==> src/rtl/uart_pkg.sv <==
// Shared types and constants for the UART transmit queue.
package uart_pkg;

  localparam int UART_BYTE_W      = 8;
  localparam int TXQ_BUSY_TIMEOUT = 4;

  typedef enum logic [1:0] {
    IDLE      = 2'd0,
    LAUNCH    = 2'd1,
    WAIT_BUSY = 2'd2,
    WAIT_IDLE = 2'd3
  } txq_state_e;

endpackage

==> src/rtl/uart_tx_queue_if.sv <==
// Bus/transmitter-side signal bundle for uart_tx_queue.
// UART_TXQ_IRQ_EN adds irq / irq_thresh.
interface uart_tx_queue_if import uart_pkg::*; #(
  parameter int DEPTH = 16
) ();
  localparam int AW = $clog2(DEPTH);

  logic                   wr_en;
  logic [UART_BYTE_W-1:0] wr_data;
  logic                   full;
  logic                   empty;
  logic [AW:0]            level;
  logic                   overflow;
  logic                   ovf_clr;
  logic                   tx_start;
  logic [UART_BYTE_W-1:0] tx_data;
  logic                   tx_busy;
  logic                   tx_done;
  logic                   idle;
`ifdef UART_TXQ_IRQ_EN
  logic                   irq;
  logic [AW:0]            irq_thresh;

  modport master (
    output wr_en, wr_data, ovf_clr, tx_busy, irq_thresh,
    input  full, empty, level, overflow, tx_start, tx_data, tx_done, idle, irq
  );
  modport slave (
    input  wr_en, wr_data, ovf_clr, tx_busy, irq_thresh,
    output full, empty, level, overflow, tx_start, tx_data, tx_done, idle, irq
  );
`else
  modport master (
    output wr_en, wr_data, ovf_clr, tx_busy,
    input  full, empty, level, overflow, tx_start, tx_data, tx_done, idle
  );
  modport slave (
    input  wr_en, wr_data, ovf_clr, tx_busy,
    output full, empty, level, overflow, tx_start, tx_data, tx_done, idle
  );
`endif

endinterface

==> src/rtl/uart_byte_fifo.sv <==
// Synchronous show-ahead FIFO with registered full/empty/level.
module uart_byte_fifo #(
  parameter int DEPTH = 16,
  parameter int W     = 8
) (
  input  logic                   i_clk,
  input  logic                   i_rst,
  input  logic                   i_wr_en,
  input  logic [W-1:0]           i_wr_data,
  input  logic                   i_rd_en,
  output logic [W-1:0]           o_rd_data,
  output logic                   o_full,
  output logic                   o_empty,
  output logic [$clog2(DEPTH):0] o_level
);
  localparam int AW = $clog2(DEPTH);
  localparam logic [AW:0] FULL_CNT = (AW+1)'(DEPTH);

  logic [W-1:0]  r_mem [DEPTH];
  logic [AW-1:0] r_wr_ptr;
  logic [AW-1:0] r_rd_ptr;
  logic [AW:0]   r_count;
  logic [AW:0]   w_count_nxt;
  logic          r_full;
  logic          r_empty;
  logic          w_push;
  logic          w_pop;

  assign w_push    = i_wr_en & ~r_full;
  assign w_pop     = i_rd_en & ~r_empty;
  assign o_rd_data = r_mem[r_rd_ptr];
  assign o_full    = r_full;
  assign o_empty   = r_empty;
  assign o_level   = r_count;

  // Next occupancy from accepted push/pop
  always_comb begin
    w_count_nxt = r_count;
    case ({w_push, w_pop})
      2'b10:   w_count_nxt = r_count + 1'b1;
      2'b01:   w_count_nxt = r_count - 1'b1;
      default: w_count_nxt = r_count;
    endcase
  end

  // Storage write (no reset needed on data)
  always_ff @(posedge i_clk) begin
    if (w_push) r_mem[r_wr_ptr] <= i_wr_data;
  end

  // Pointers and registered status flags
  always_ff @(posedge i_clk or posedge i_rst) begin
    if (i_rst) begin
      r_wr_ptr <= '0;
      r_rd_ptr <= '0;
      r_count  <= '0;
      r_full   <= 1'b0;
      r_empty  <= 1'b1;
    end else begin
      if (w_push) r_wr_ptr <= r_wr_ptr + 1'b1;
      if (w_pop)  r_rd_ptr <= r_rd_ptr + 1'b1;
      r_count <= w_count_nxt;
      r_full  <= (w_count_nxt == FULL_CNT);
      r_empty <= (w_count_nxt == '0);
    end
  end

endmodule

==> src/rtl/uart_tx_queue.sv <==
// Byte queue and launch controller ahead of the UART transmitter.
// Optional macro UART_TXQ_IRQ_EN adds a registered threshold interrupt.
module uart_tx_queue import uart_pkg::*; #(
  parameter int DEPTH = 16
) (
  input  logic           clk,
  input  logic           rst,
  uart_tx_queue_if.slave bus
);
  localparam int AW = $clog2(DEPTH);
  localparam logic [1:0] TO_LAST = 2'(TXQ_BUSY_TIMEOUT - 1);

  txq_state_e             r_state;
  txq_state_e             w_state_nxt;
  logic                   r_tx_start;
  logic                   w_tx_start_nxt;
  logic [UART_BYTE_W-1:0] r_tx_data;
  logic [UART_BYTE_W-1:0] w_tx_data_nxt;
  logic                   r_tx_done;
  logic                   w_tx_done_nxt;
  logic [1:0]             r_to_cnt;
  logic [1:0]             w_to_cnt_nxt;
  logic                   r_overflow;
  logic                   w_pop;
  logic                   w_full;
  logic                   w_empty;
  logic [AW:0]            w_level;
  logic [UART_BYTE_W-1:0] w_head;

  uart_byte_fifo #(
    .DEPTH (DEPTH),
    .W     (UART_BYTE_W)
  ) u_fifo (
    .i_clk     (clk),
    .i_rst     (rst),
    .i_wr_en   (bus.wr_en),
    .i_wr_data (bus.wr_data),
    .i_rd_en   (w_pop),
    .o_rd_data (w_head),
    .o_full    (w_full),
    .o_empty   (w_empty),
    .o_level   (w_level)
  );

  assign bus.full     = w_full;
  assign bus.empty    = w_empty;
  assign bus.level    = w_level;
  assign bus.overflow = r_overflow;
  assign bus.tx_start = r_tx_start;
  assign bus.tx_data  = r_tx_data;
  assign bus.tx_done  = r_tx_done;
  assign bus.idle     = w_empty & (r_state == IDLE) & ~bus.tx_busy;

  // Launch FSM: next state, pop request and next registered outputs
  always_comb begin
    w_state_nxt    = r_state;
    w_tx_start_nxt = 1'b0;
    w_tx_data_nxt  = r_tx_data;
    w_tx_done_nxt  = 1'b0;
    w_to_cnt_nxt   = r_to_cnt;
    w_pop          = 1'b0;
    case (r_state)
      IDLE: begin
        if (!w_empty && !bus.tx_busy) begin
          w_pop          = 1'b1;
          w_tx_data_nxt  = w_head;
          w_tx_start_nxt = 1'b1;
          w_state_nxt    = LAUNCH;
        end
      end
      LAUNCH: begin
        w_to_cnt_nxt = '0;
        w_state_nxt  = WAIT_BUSY;
      end
      WAIT_BUSY: begin
        if (bus.tx_busy) begin
          w_state_nxt = WAIT_IDLE;
        end else if (r_to_cnt == TO_LAST) begin
          // transmitter never acknowledged: treat byte as sent
          w_tx_done_nxt = 1'b1;
          w_state_nxt   = IDLE;
        end else begin
          w_to_cnt_nxt = r_to_cnt + 1'b1;
        end
      end
      WAIT_IDLE: begin
        if (!bus.tx_busy) begin
          w_tx_done_nxt = 1'b1;
          w_state_nxt   = IDLE;
        end
      end
      default: w_state_nxt = IDLE;
    endcase
  end

  // FSM state and launch/done output registers
  always_ff @(posedge clk or posedge rst) begin
    if (rst) begin
      r_state    <= IDLE;
      r_tx_start <= 1'b0;
      r_tx_data  <= '0;
      r_tx_done  <= 1'b0;
      r_to_cnt   <= '0;
    end else begin
      r_state    <= w_state_nxt;
      r_tx_start <= w_tx_start_nxt;
      r_tx_data  <= w_tx_data_nxt;
      r_tx_done  <= w_tx_done_nxt;
      r_to_cnt   <= w_to_cnt_nxt;
    end
  end

  // Sticky overflow; a dropped write wins over a clear in the same cycle
  always_ff @(posedge clk or posedge rst) begin
    if (rst) begin
      r_overflow <= 1'b0;
    end else if (bus.wr_en && w_full) begin
      r_overflow <= 1'b1;
    end else if (bus.ovf_clr) begin
      r_overflow <= 1'b0;
    end
  end

`ifdef UART_TXQ_IRQ_EN
  logic r_irq;

  // Low-water interrupt while no byte is being launched/awaited
  always_ff @(posedge clk or posedge rst) begin
    if (rst) begin
      r_irq <= 1'b0;
    end else begin
      r_irq <= (w_level <= bus.irq_thresh) &&
               ((r_state == IDLE) || (r_state == WAIT_IDLE));
    end
  end

  assign bus.irq = r_irq;
`endif

endmodule

==> src/flat_wrapper.sv <==
// flat-port wrapper written by rule: the top's interface ports become plain ports
module uart_tx_queue_flat import uart_pkg::*;
#(
  parameter int DEPTH = 16
)
  (clk, rst, bus_wr_en, bus_wr_data, bus_ovf_clr, bus_tx_busy, bus_full, bus_empty, bus_level, bus_overflow, bus_tx_start, bus_tx_data, bus_tx_done, bus_idle);
  uart_tx_queue_if #(.DEPTH(DEPTH)) bus_i ();
  input  logic clk;
  input  logic rst;
  input wire logic [$bits(bus_i.wr_en)-1:0] bus_wr_en;
  input wire logic [$bits(bus_i.wr_data)-1:0] bus_wr_data;
  input wire logic [$bits(bus_i.ovf_clr)-1:0] bus_ovf_clr;
  input wire logic [$bits(bus_i.tx_busy)-1:0] bus_tx_busy;
  output wire logic [$bits(bus_i.full)-1:0] bus_full;
  output wire logic [$bits(bus_i.empty)-1:0] bus_empty;
  output wire logic [$bits(bus_i.level)-1:0] bus_level;
  output wire logic [$bits(bus_i.overflow)-1:0] bus_overflow;
  output wire logic [$bits(bus_i.tx_start)-1:0] bus_tx_start;
  output wire logic [$bits(bus_i.tx_data)-1:0] bus_tx_data;
  output wire logic [$bits(bus_i.tx_done)-1:0] bus_tx_done;
  output wire logic [$bits(bus_i.idle)-1:0] bus_idle;
  assign bus_i.wr_en = bus_wr_en;
  assign bus_i.wr_data = bus_wr_data;
  assign bus_i.ovf_clr = bus_ovf_clr;
  assign bus_i.tx_busy = bus_tx_busy;
  assign bus_full = bus_i.full;
  assign bus_empty = bus_i.empty;
  assign bus_level = bus_i.level;
  assign bus_overflow = bus_i.overflow;
  assign bus_tx_start = bus_i.tx_start;
  assign bus_tx_data = bus_i.tx_data;
  assign bus_tx_done = bus_i.tx_done;
  assign bus_idle = bus_i.idle;
  uart_tx_queue #(.DEPTH(DEPTH)) u_core (.clk(clk), .rst(rst), .bus(bus_i));
endmodule
==> config.mk <==
export PLATFORM = sky130hd
export DESIGN_NAME = uart_tx_queue_flat
export DESIGN_NICKNAME = d
export VERILOG_FILES = /design/src/rtl/uart_pkg.sv /design/src/rtl/uart_tx_queue_if.sv /design/src/rtl/uart_byte_fifo.sv /design/src/rtl/uart_tx_queue.sv /design/src/flat_wrapper.sv
export SDC_FILE = /design/constraint.sdc
export NUM_CORES = 1
export LEC_CHECK = 0
export ABC_AREA = 0
export BUFFER_PORTS_ARGS = -buffer_cell sky130_fd_sc_hd__buf_2
export CAP_MARGIN = 20
export CORE_ASPECT_RATIO = 0.6
export CORE_UTILIZATION = 50
export CTS_CLUSTER_SIZE = 25
export DETAILED_ROUTE_END_ITERATION = 7
export PLACE_DENSITY = 0.67
export SYNTH_ARGS = -nofsm -noshare
export SYNTH_HDL_FRONTEND = slang
export SYNTH_SLANG_ARGS = --single-unit
==> constraint.sdc <==
create_clock -name clk -period 3.28 [get_ports clk]
set_input_delay 0.328 -clock clk [delete_from_list [all_inputs] [get_ports clk]]
set_output_delay 0.328 -clock clk [all_outputs]
set_load 0.1 [all_outputs]
# == Word level (Yosys, flattened, before mapping) ==
# Memory sizes are Yosys's and may differ from the RTL's. A register that Yosys moved wholly into a read port is not among the register bits.
# Cells that the tools add are included.
# W data, S select, Z words.
# word_totals
reg_bits,22
latchBits,0
mem_bits_rw,128
romBits,0
in_bits,13
out_inout_bits,19
word_cells,65
n_memories,1
# memory_table
name,depth,width,rd,rd_clocked_by_memory_dff,write_ports,line_no,rtl
u_core.u_fifo.r_mem,16,8,1,1,1,uart_byte_fifo.sv:19,logic [W-1:0] r_mem [DEPTH];
# op_classes
addsub,5
n_mul,0
n_div,0
order_cmp,0
n_eq_ne,12
shifts,0
muxes,19
n_bitwise,7
n_reduce_logical,11
# op_table
op,n
$mux W2,6
$pmux W5 S2,1
$mux W1,9
$add A4 B1 Y4 const B,2
$eq A2 B2 Y1 const B,4
$ne A2 B2 Y1 const B,4
$pmux W2 S4,1
$reduce_and A3 Y1,2
$add A5 B1 Y5 const B,1
$eq A5 B5 Y1 const B,1
$logic_not A5 Y1,1
$sub A5 B1 Y5 const B,1
$and A1 B1 Y1,4
$eq A2 B1 Y1 const B,2
$pmux W2 S2,1
$reduce_bool A2 Y1,2
$ne A3 B2 Y1 const B,1
$not A1 Y1,3
$add A2 B1 Y2 const B,1
$logic_and A1 B1 Y1,2
$logic_not A1 Y1,2
$logic_not A2 Y1,1
$pmux W1 S2,1
$reduce_and A2 Y1,1

# == Logic depth before layout (Yosys ltp) ==
# Gate-level depths: netlist of the first run.
# logic_depth
depth_word,8
mapped_depth,12
ltp_nobuf,10

# == Cells and area by module ==
# Synthesis of the first run repeated with hierarchy kept, for this count alone.
# hier_totals
cells_unflattened,326
area_unflattened_um2,6416.2
# modules_own_cells
module,n_inst,cells_per_inst,area_per_inst_um2,seq_area_each_um2
uart_byte_fifo,1,281,5785.5,4220.3
uart_tx_queue,1,45,630.6,375.4

# == Least setup slack after synthesis of the first run ==
# OpenSTA, ideal clock, no wires.
# synth_path
path_type,reg-to-output
startpoint,"register u_core.u_fifo.r_empty, in the netlist u_core.u_fifo.o_empty"
endpoint,output bus_idle
arrival_time_ns,4.006
slack_ns,-1.054
stages_incl_launch_ff,2
path_buffers,0
cell_sequence,dfstp_2 > nor4b_1
# synth_via
elab_chain_len,2
# synth_rtl
item,line_no,rtl
from (decl),uart_byte_fifo.sv:25,logic r_empty;
from (signal assigned),uart_byte_fifo.sv:64,r_empty <= (w_count_nxt == '0);
$and A1 B1 Y1 (2 in a row),uart_tx_queue.sv:52,assign bus.idle = w_empty & (r_state == IDLE) & ~bus.tx_busy;
to (decl),flat_wrapper.sv:21,output wire logic [$bits(bus_i.idle)-1:0] bus_idle;
# Every way passes these cells.

# == Worst setup path after layout of the first run ==
# layout_path
startpoint,register u_core.r_state[1]
endpoint,"register u_core.u_fifo.r_empty, in the netlist u_core.u_fifo.o_empty"
# layout_via
elab_chain_len,6
elab_cells_between_ends,7
# layout_rtl
item,line_no,rtl
from (decl),uart_tx_queue.sv:13,txq_state_e r_state;
from (signal assigned),uart_tx_queue.sv:105,r_state <= w_state_nxt;
$logic_not A2 Y1 *,uart_tx_queue.sv:62,case (r_state)
$mux W1 *,uart_tx_queue.sv:62,
$and A1 B1 Y1 *,uart_byte_fifo.sv:30,assign w_pop = i_rd_en & ~r_empty;
$eq A2 B1 Y1 / $eq A2 B2 Y1 (equally long branches),uart_byte_fifo.sv:39,"case ({w_push, w_pop})"
$pmux W5 S2 *,uart_byte_fifo.sv:39,
$logic_not A5 Y1 *,uart_byte_fifo.sv:64,
# Every way passes the cells marked *; elsewhere a longest branch is shown, timed or not.
# A chain may end at the register's enable or synchronous reset.

==> results of run 1 <==
==> flip-flops by register name, indices dropped and copies added (netlist names) <==
register                cells
u_core.u_fifo.o_level       5
u_core.r_state              2
u_core.u_fifo.o_empty       1
u_core.u_fifo.r_wr_ptr      4
u_core.bus.overflow         1
u_core.u_fifo.r_rd_ptr      4
u_core.bus.tx_start         1
u_core.r_to_cnt             2
u_core.u_fifo.o_full        1
u_core.bus.tx_data          8
u_core.u_fifo.r_mem       128
u_core.bus.tx_done          1
==> layout by cell type (no fill, tap or decap), types with 3 or more instances in the layout <==
| cell type | netlist | layout |
|---|---|---|
| mux4_2 | 40 | 40 |
| dfrtp_1 | 29 | 28 |
| nand4_1 | 3 | 3 |
| nand2_1 | 12 | 12 |
| edfxtp_1 | 128 | 128 |
| clkinv_4 | 0 | 3 |
| inv_6 | 0 | 6 |
| xnor2_1 | 10 | 10 |
| buf_2 | 1 | 31 |
| ha_1 | 8 | 8 |
| inv_1 | 9 | 9 |
| o21ai_0 | 7 | 7 |
| nor2_1 | 20 | 20 |
| buf_4 | 3 | 10 |
| clkbuf_16 | 0 | 17 |
| nor3_1 | 6 | 6 |
| nand2b_1 | 3 | 3 |
| mux2_2 | 10 | 10 |
| a21oi_1 | 3 | 3 |
| nor3b_1 | 3 | 3 |
==> critical path: stages (launching register included) <==
cell	delay, ns
dfrtp_1	0.44
or4_4	0.60
clkinv_8	0.14
nand2_1	0.11
xnor2_1	0.15
ha_1	0.23
a21oi_1	0.25
o21ai_0	0.13
nor3b_1	0.15
a211oi_1	0.30
and4bb_1	0.26
==> where the power goes <==
part | switching, mW | internal [mW]
sequential | 0.247 | 2.50
combinational | 1.59 | 0.921
clock | 0.838 | 1.07
==> layout make-up <==
cell class | instances | area (sq um)
clock buffer | 17 | 425
clock inverter | 15 | 151
fill | 924 | 4910
inverter | 10 | 50.0
multi-input combinational | 148 | 1670
sequential | 158 | 4600
tap | 165 | 206
timing repair buffer | 42 | 250
==> how the worst max path moves through the flow <==
| stage | startpoint | end | slack (ns) | depth (start not counted) |
|---|---|---|---|---|
| CTS | u_core.r_state[1]$_DFFE_PP0P_ | u_core.u_fifo.o_empty$_DFF_PP1_ | 0.49 | 10 |
| floorplan | u_core.u_fifo.o_empty$_DFF_PP1_ | bus_idle | 0.33 | 1 |
| global placement | bus_tx_busy | u_core.u_fifo.o_empty$_DFF_PP1_ | 0.51 | 11 |
| finish | u_core.r_state[1]$_DFFE_PP0P_ | u_core.u_fifo.o_empty$_DFF_PP1_ | 0.46 | 10 |
| global route | u_core.r_state[1]$_DFFE_PP0P_ | u_core.u_fifo.o_empty$_DFF_PP1_ | 0.30 | 10 |
| detailed placement | bus_tx_busy | u_core.u_fifo.o_empty$_DFF_PP1_ | 0.44 | 11 |
==> cells by family (layout without fill, tap and decap cells) <==
kind of cell    after synthesis  count (layout)  synth area share (%)
fa+ha+maj                     8               8                  1.56
simple gates                 59              59                  4.87
flops                       158             158                  71.8
compound gates               19              19                  2.01
buf+inv                      27              84                  2.21
mux                          51              51                  16.0
xor+xnor                     11              11                  1.51
==> routing by layer <==
metal / routed length [microns] / part of all wire, %
met1: 6100 / 49
met2: 5340 / 43
met3: 852 / 6.9
met4: 61 / 0.49
met5: 0 / 0
==> stage by stage <==
stage / hold WS, ns / total power [mW]
6_report: 0.0682 / 7.17
5_1_grt: 0.0838 / 7.51
4_1_cts: 0.0765 / 7.23
3_5_place_dp: 0.498 / 5.32
3_3_place_gp: 0.488 / 5.28
2_1_floorplan: 0.413 / 4.74
==> impl_metrics.yaml, run 1 <==
clocking:
  cts-resized-gates: 0
  insertion_delay_ns: 0.42
  h-tree-depth: 4
  cts.clk_slew.worst_paths_ns: 0.07
  cts_sinks: 158
  cts_tree: "built"
  holdBufCountCts: 0
  cts-buffers-inserted: 17
  clk_path_buf_depth: 2
  postCtsSetupBuffers: 0
  root_buffer: "clkbuf_16"
finish:
  utilization_pct: 59.9
  final_layout_size_suffix_gt1_share_pct: 34.1
  fin_cells: 555
  synthToLayoutAreaGrowth_pct: 14.8
  diodes: 0
  final_area_sq_mm: 0.00735
  nets: 398
die:
  die_w_microns: 148
  core_sq_mm: 0.0123
  rows: 31
  die_h_microns: 89.6
  start_util_pct: 52.2
  io_pins: 32
  die_area_sq_mm: 0.0133
synthesis:
  synth_edf_count: 128
  async_reset_ff_share_pct: 19.0
  synth_cell_types: 43
  syn_nets: 354
  synth_flop_cell: "edfxtp_1"
  yosysMostFrequentCell: "edfxtp_1"
  synth_seq_cells: 158
  synthTopCellsByCount: "edfxtp_1, mux4_2, dfrtp_1, nor2_1, nand2_1"
  synth_area_per_cell_sq_um: 19.2
  netlist_area_sq_mm: 0.00640
  yosysWarnings: 0
  ys_seq_area_share_pct: 71.8
  synthTopCellsByArea: "edfxtp_1, mux4_2, dfrtp_1, mux2_2, ha_1"
  postSynthCellCount: 333
  yosysTopAreaCellShare_pct: 60.1
  synth_top_cell_by_area: "edfxtp_1"
hold_path:
  hp-class: "primary input to async pin"
global_route:
  antenna_found_initial: 0
  grt_pass1_vias: 3052
  grtUsageMet2_pct: 27.2
  grt_pass1_wl_microns: 18900
  grt-busiest-layer: "met1"
  grt_overflow: 0
  grt_util_met1_pct: 34.0
  grt_max_degree: 28
  grtUsageTotal_pct: 20.9
  use_met3_pct: 5.66
route:
  wl_per_cell_microns: 22.3
  vias: 3153
  route.detailed.drc: 0
  first_pass_iters: 4
  ant_nets: 0
  wirelength_microns: 12400
  vias_per_cell: 5.68
  first_iter_violations: 283
critical_path:
  r2r_end: "u_core.u_fifo.o_empty$_DFF_PP1_"
  crit_required_ns: 3.63
  r2r_slack_ns: 0.46
  critPathMaxFanout: 16
  path_class: "register to register"
  r2r_start: "u_core.r_state[1]$_DFFE_PP0P_"
  r2r_cells: 10
  startpoint_type: "register"
  end_kind: "register"
  worstPathArrival_ns: 3.17
placed_design:
  place_area_sq_mm: 0.00677
  gp_congestion: 0.733
  detailedPlace.worstSlack_ns: 0.438
  dp_hpwl_microns: 7900
  port_buffers: 31
  dpl.cell_count: 523
sta:
  max_freq_ghz: 0.355
  min_period_ns: 2.82
  setup_viol: 0
  relSlewSlack_pct: 38.3
  setup_tns_ns: 0
  setup_slack_ns: 0.460
  final_max_slew_viol_count: 0
  hold_viol: 0
  tightest_slew_ns: 0.923
  fin_skew_ns: 0.00907
  rsz0062_at_grt: "false"
  finalCritPeriodShare_pct: 86.0
outcome:
  status: "completed"
power:
  peakVddDrop_uv: 469
  p_per_area_mw_per_mm2: 976
  power.leakage_nw: 2.57
job:
  maxCapViolations: 0
Power figures use the tool's default switching activity.
==> run 2: changes to the inputs <==
==> constraint.sdc (replaced) <==
create_clock -name clk -period 3.1 [get_ports clk]
set_input_delay 0.31 -clock clk [delete_from_list [all_inputs] [get_ports clk]]
set_output_delay 0.31 -clock clk [all_outputs]
set_load 0.1 [all_outputs]
==> run 2 against run 1 <==
Combinational power up 8%. Cell area is 1.2% higher. Setup slack lost 0.21 ns. Critical endpoint unchanged. Largest power group unchanged. Register-to-register slack lost 0.21 ns. Sequential power rose by 6%. Flip-flop and latch count unchanged. Die area is the same. Routed wire length up 0.83%.
==> impl_metrics.yaml, run 2 (synthesized netlist as in run 1, its figures left out) <==
outcome:
  status: "completed"
finish:
  regMostFlops: "u_core.u_fifo.r_mem"
  diodes: 0
  final_cell_mix: "edfxtp_1, mux4_2, buf_2"
  final_layout_size_suffix_gt1_share_pct: 33.8
  final_common_cell: "edfxtp_1"
  n_fill_cell: 914
  largest_reg_flops: 128
  nets: 403
  synthToLayoutAreaGrowth_pct: 16.2
sta:
  tightest_slew_ns: 0.829
  min_period_ns: 2.85
  setup_tns_ns: 0
  setup_viol: 0
  finalCritPeriodShare_pct: 92.0
  rsz0062_at_grt: "false"
  hold_viol: 0
  relSlewSlack_pct: 44.5
  max_freq_ghz: 0.351
  final_max_slew_viol_count: 0
  fin_skew_ns: 0.00641
route:
  vias_per_cell: 5.76
  wirelength_microns: 12500
  first_iter_violations: 336
  first_pass_iters: 5
  wl_per_cell_microns: 22.3
  route.detailed.drc: 0
  ant_nets: 0
  vias: 3219
global_route:
  grt_pass1_vias: 3005
  grt_pass1_wl_microns: 18600
  antenna_found_initial: 0
  grtUsageTotal_pct: 20.6
  grt_max_degree: 24
  grt_overflow: 0
hold_path:
  whs_path_depth: 2
  hold_path.startpoint: "bus_ovf_clr"
  hold_path_end: "u_core.bus.overflow$_DFFE_PP0P_"
  hp-class: "primary input to register"
die:
  io_pins: 32
  die_h_microns: 89.6
  die_w_microns: 148
  rows: 31
  die_area_sq_mm: 0.0133
  start_util_pct: 52.2
  core_sq_mm: 0.0123
power:
  p_per_area_mw_per_mm2: 1050
  totalPowerFinal_mw: 7.82
  power.leakage_nw: 2.61
  peakVddDrop_uv: 474
clocking:
  h-tree-depth: 4
  cts-resized-gates: 0
  cts_tree: "built"
  root_buffer: "clkbuf_16"
  cts.clk_slew.worst_paths_ns: 0.06
  cts-buffers-inserted: 17
  insertion_delay_ns: 0.41
  clk_path_buf_depth: 2
  cts_sinks: 158
critical_path:
  end_kind: "register"
  worstPathArrival_ns: 3.19
  r2r_start: "u_core.r_state[1]$_DFFE_PP0P_"
  r2r_cells: 10
  path_class: "register to register"
  r2r_end: "u_core.u_fifo.o_empty$_DFF_PP1_"
  crit_path_start: "u_core.r_state[1]$_DFFE_PP0P_"
  r2r_slack_ns: 0.25
  crit_required_ns: 3.44
  critPathMaxFanout: 16
  startpoint_type: "register"
job:
  maxCapViolations: 0
placed_design:
  dp_hpwl_microns: 7990
  port_buffers: 31
  gp_congestion: 0.734
-- run 2: changes by cell type in the layout (fill, tap and decap cells not counted), moves of 2 or more --
cell / delta
clkinv_4: -3
bufinv_16: +4
inv_8: -2
inv_6: -5
clkbuf_1: +2
buf_4: +4
clkinv_2: +2
-- run 2: where the power goes --
group	switching [mW]	internal, mW	total, mW
sequential	0.267	2.65	2.92
combinational	1.71	0.991	2.70
clock	0.789	1.42	2.21
total	2.76	5.06	7.82
-- run 2: per-stage QoR --
step	cells	worst slack, ns	util (%)	hold slack, ns	area (sq um)
floorplan	333	0.168	-	0.395	6400
global placement	527	0.338	55.5	0.373	6800
detailed placement	527	0.234	55.5	0.387	6800
CTS	559	0.263	60.7	0.0777	7440
global route	559	0.111	60.7	0.0943	7440
finish	559	0.249	60.7	0.0841	7440
-- run 2: layer usage --
layer | GRT usage [%] | wire [microns] | share of wire (%)
met1 | 33.4 | 6090 | 49
met2 | 26.7 | 5290 | 42
met3 | 5.71 | 952 | 7.6
met4 | 5.90 | 121 | 0.97
met5 | 0 | 0 | 0
-- run 2: worst max path at each step --
stage | to | cells after the start
after floorplan | bus_idle | 1
after global placement | u_core.u_fifo.o_empty$_DFF_PP1_ | 11
after detailed placement | u_core.u_fifo.o_empty$_DFF_PP1_ | 11
after CTS | u_core.u_fifo.o_empty$_DFF_PP1_ | 10
after global routing | u_core.u_fifo.o_empty$_DFF_PP1_ | 10
final | u_core.u_fifo.o_empty$_DFF_PP1_ | 10
-- run 2: repair_timing --
action / CTS / global route
endpoints found under the hold margin: 12 / 0
hold buffers: 1 / 0
buffers inserted: 0 / 0
-- run 2: final cells by class --
class	instances	area (sq um)	area share, %
multi-input combinational	148	1670	22.4
clock inverter	12	193	2.59
sequential	158	4600	61.8
clock buffer	19	433	5.82
timing repair buffer	47	290	3.90
tap	165	206	2.78
inverter	10	50.0	0.673
-- run 2: worst max-delay path: stages, from the launching register on --
cell	delay (ns)
dfrtp_1	0.44
or4_4	0.61
clkinv_8	0.14
nand2_1	0.10
xnor2_1	0.14
ha_1	0.24
a21oi_1	0.23
o21ai_0	0.13
nor3b_1	0.15
a211oi_1	0.32
and4bb_1	0.27
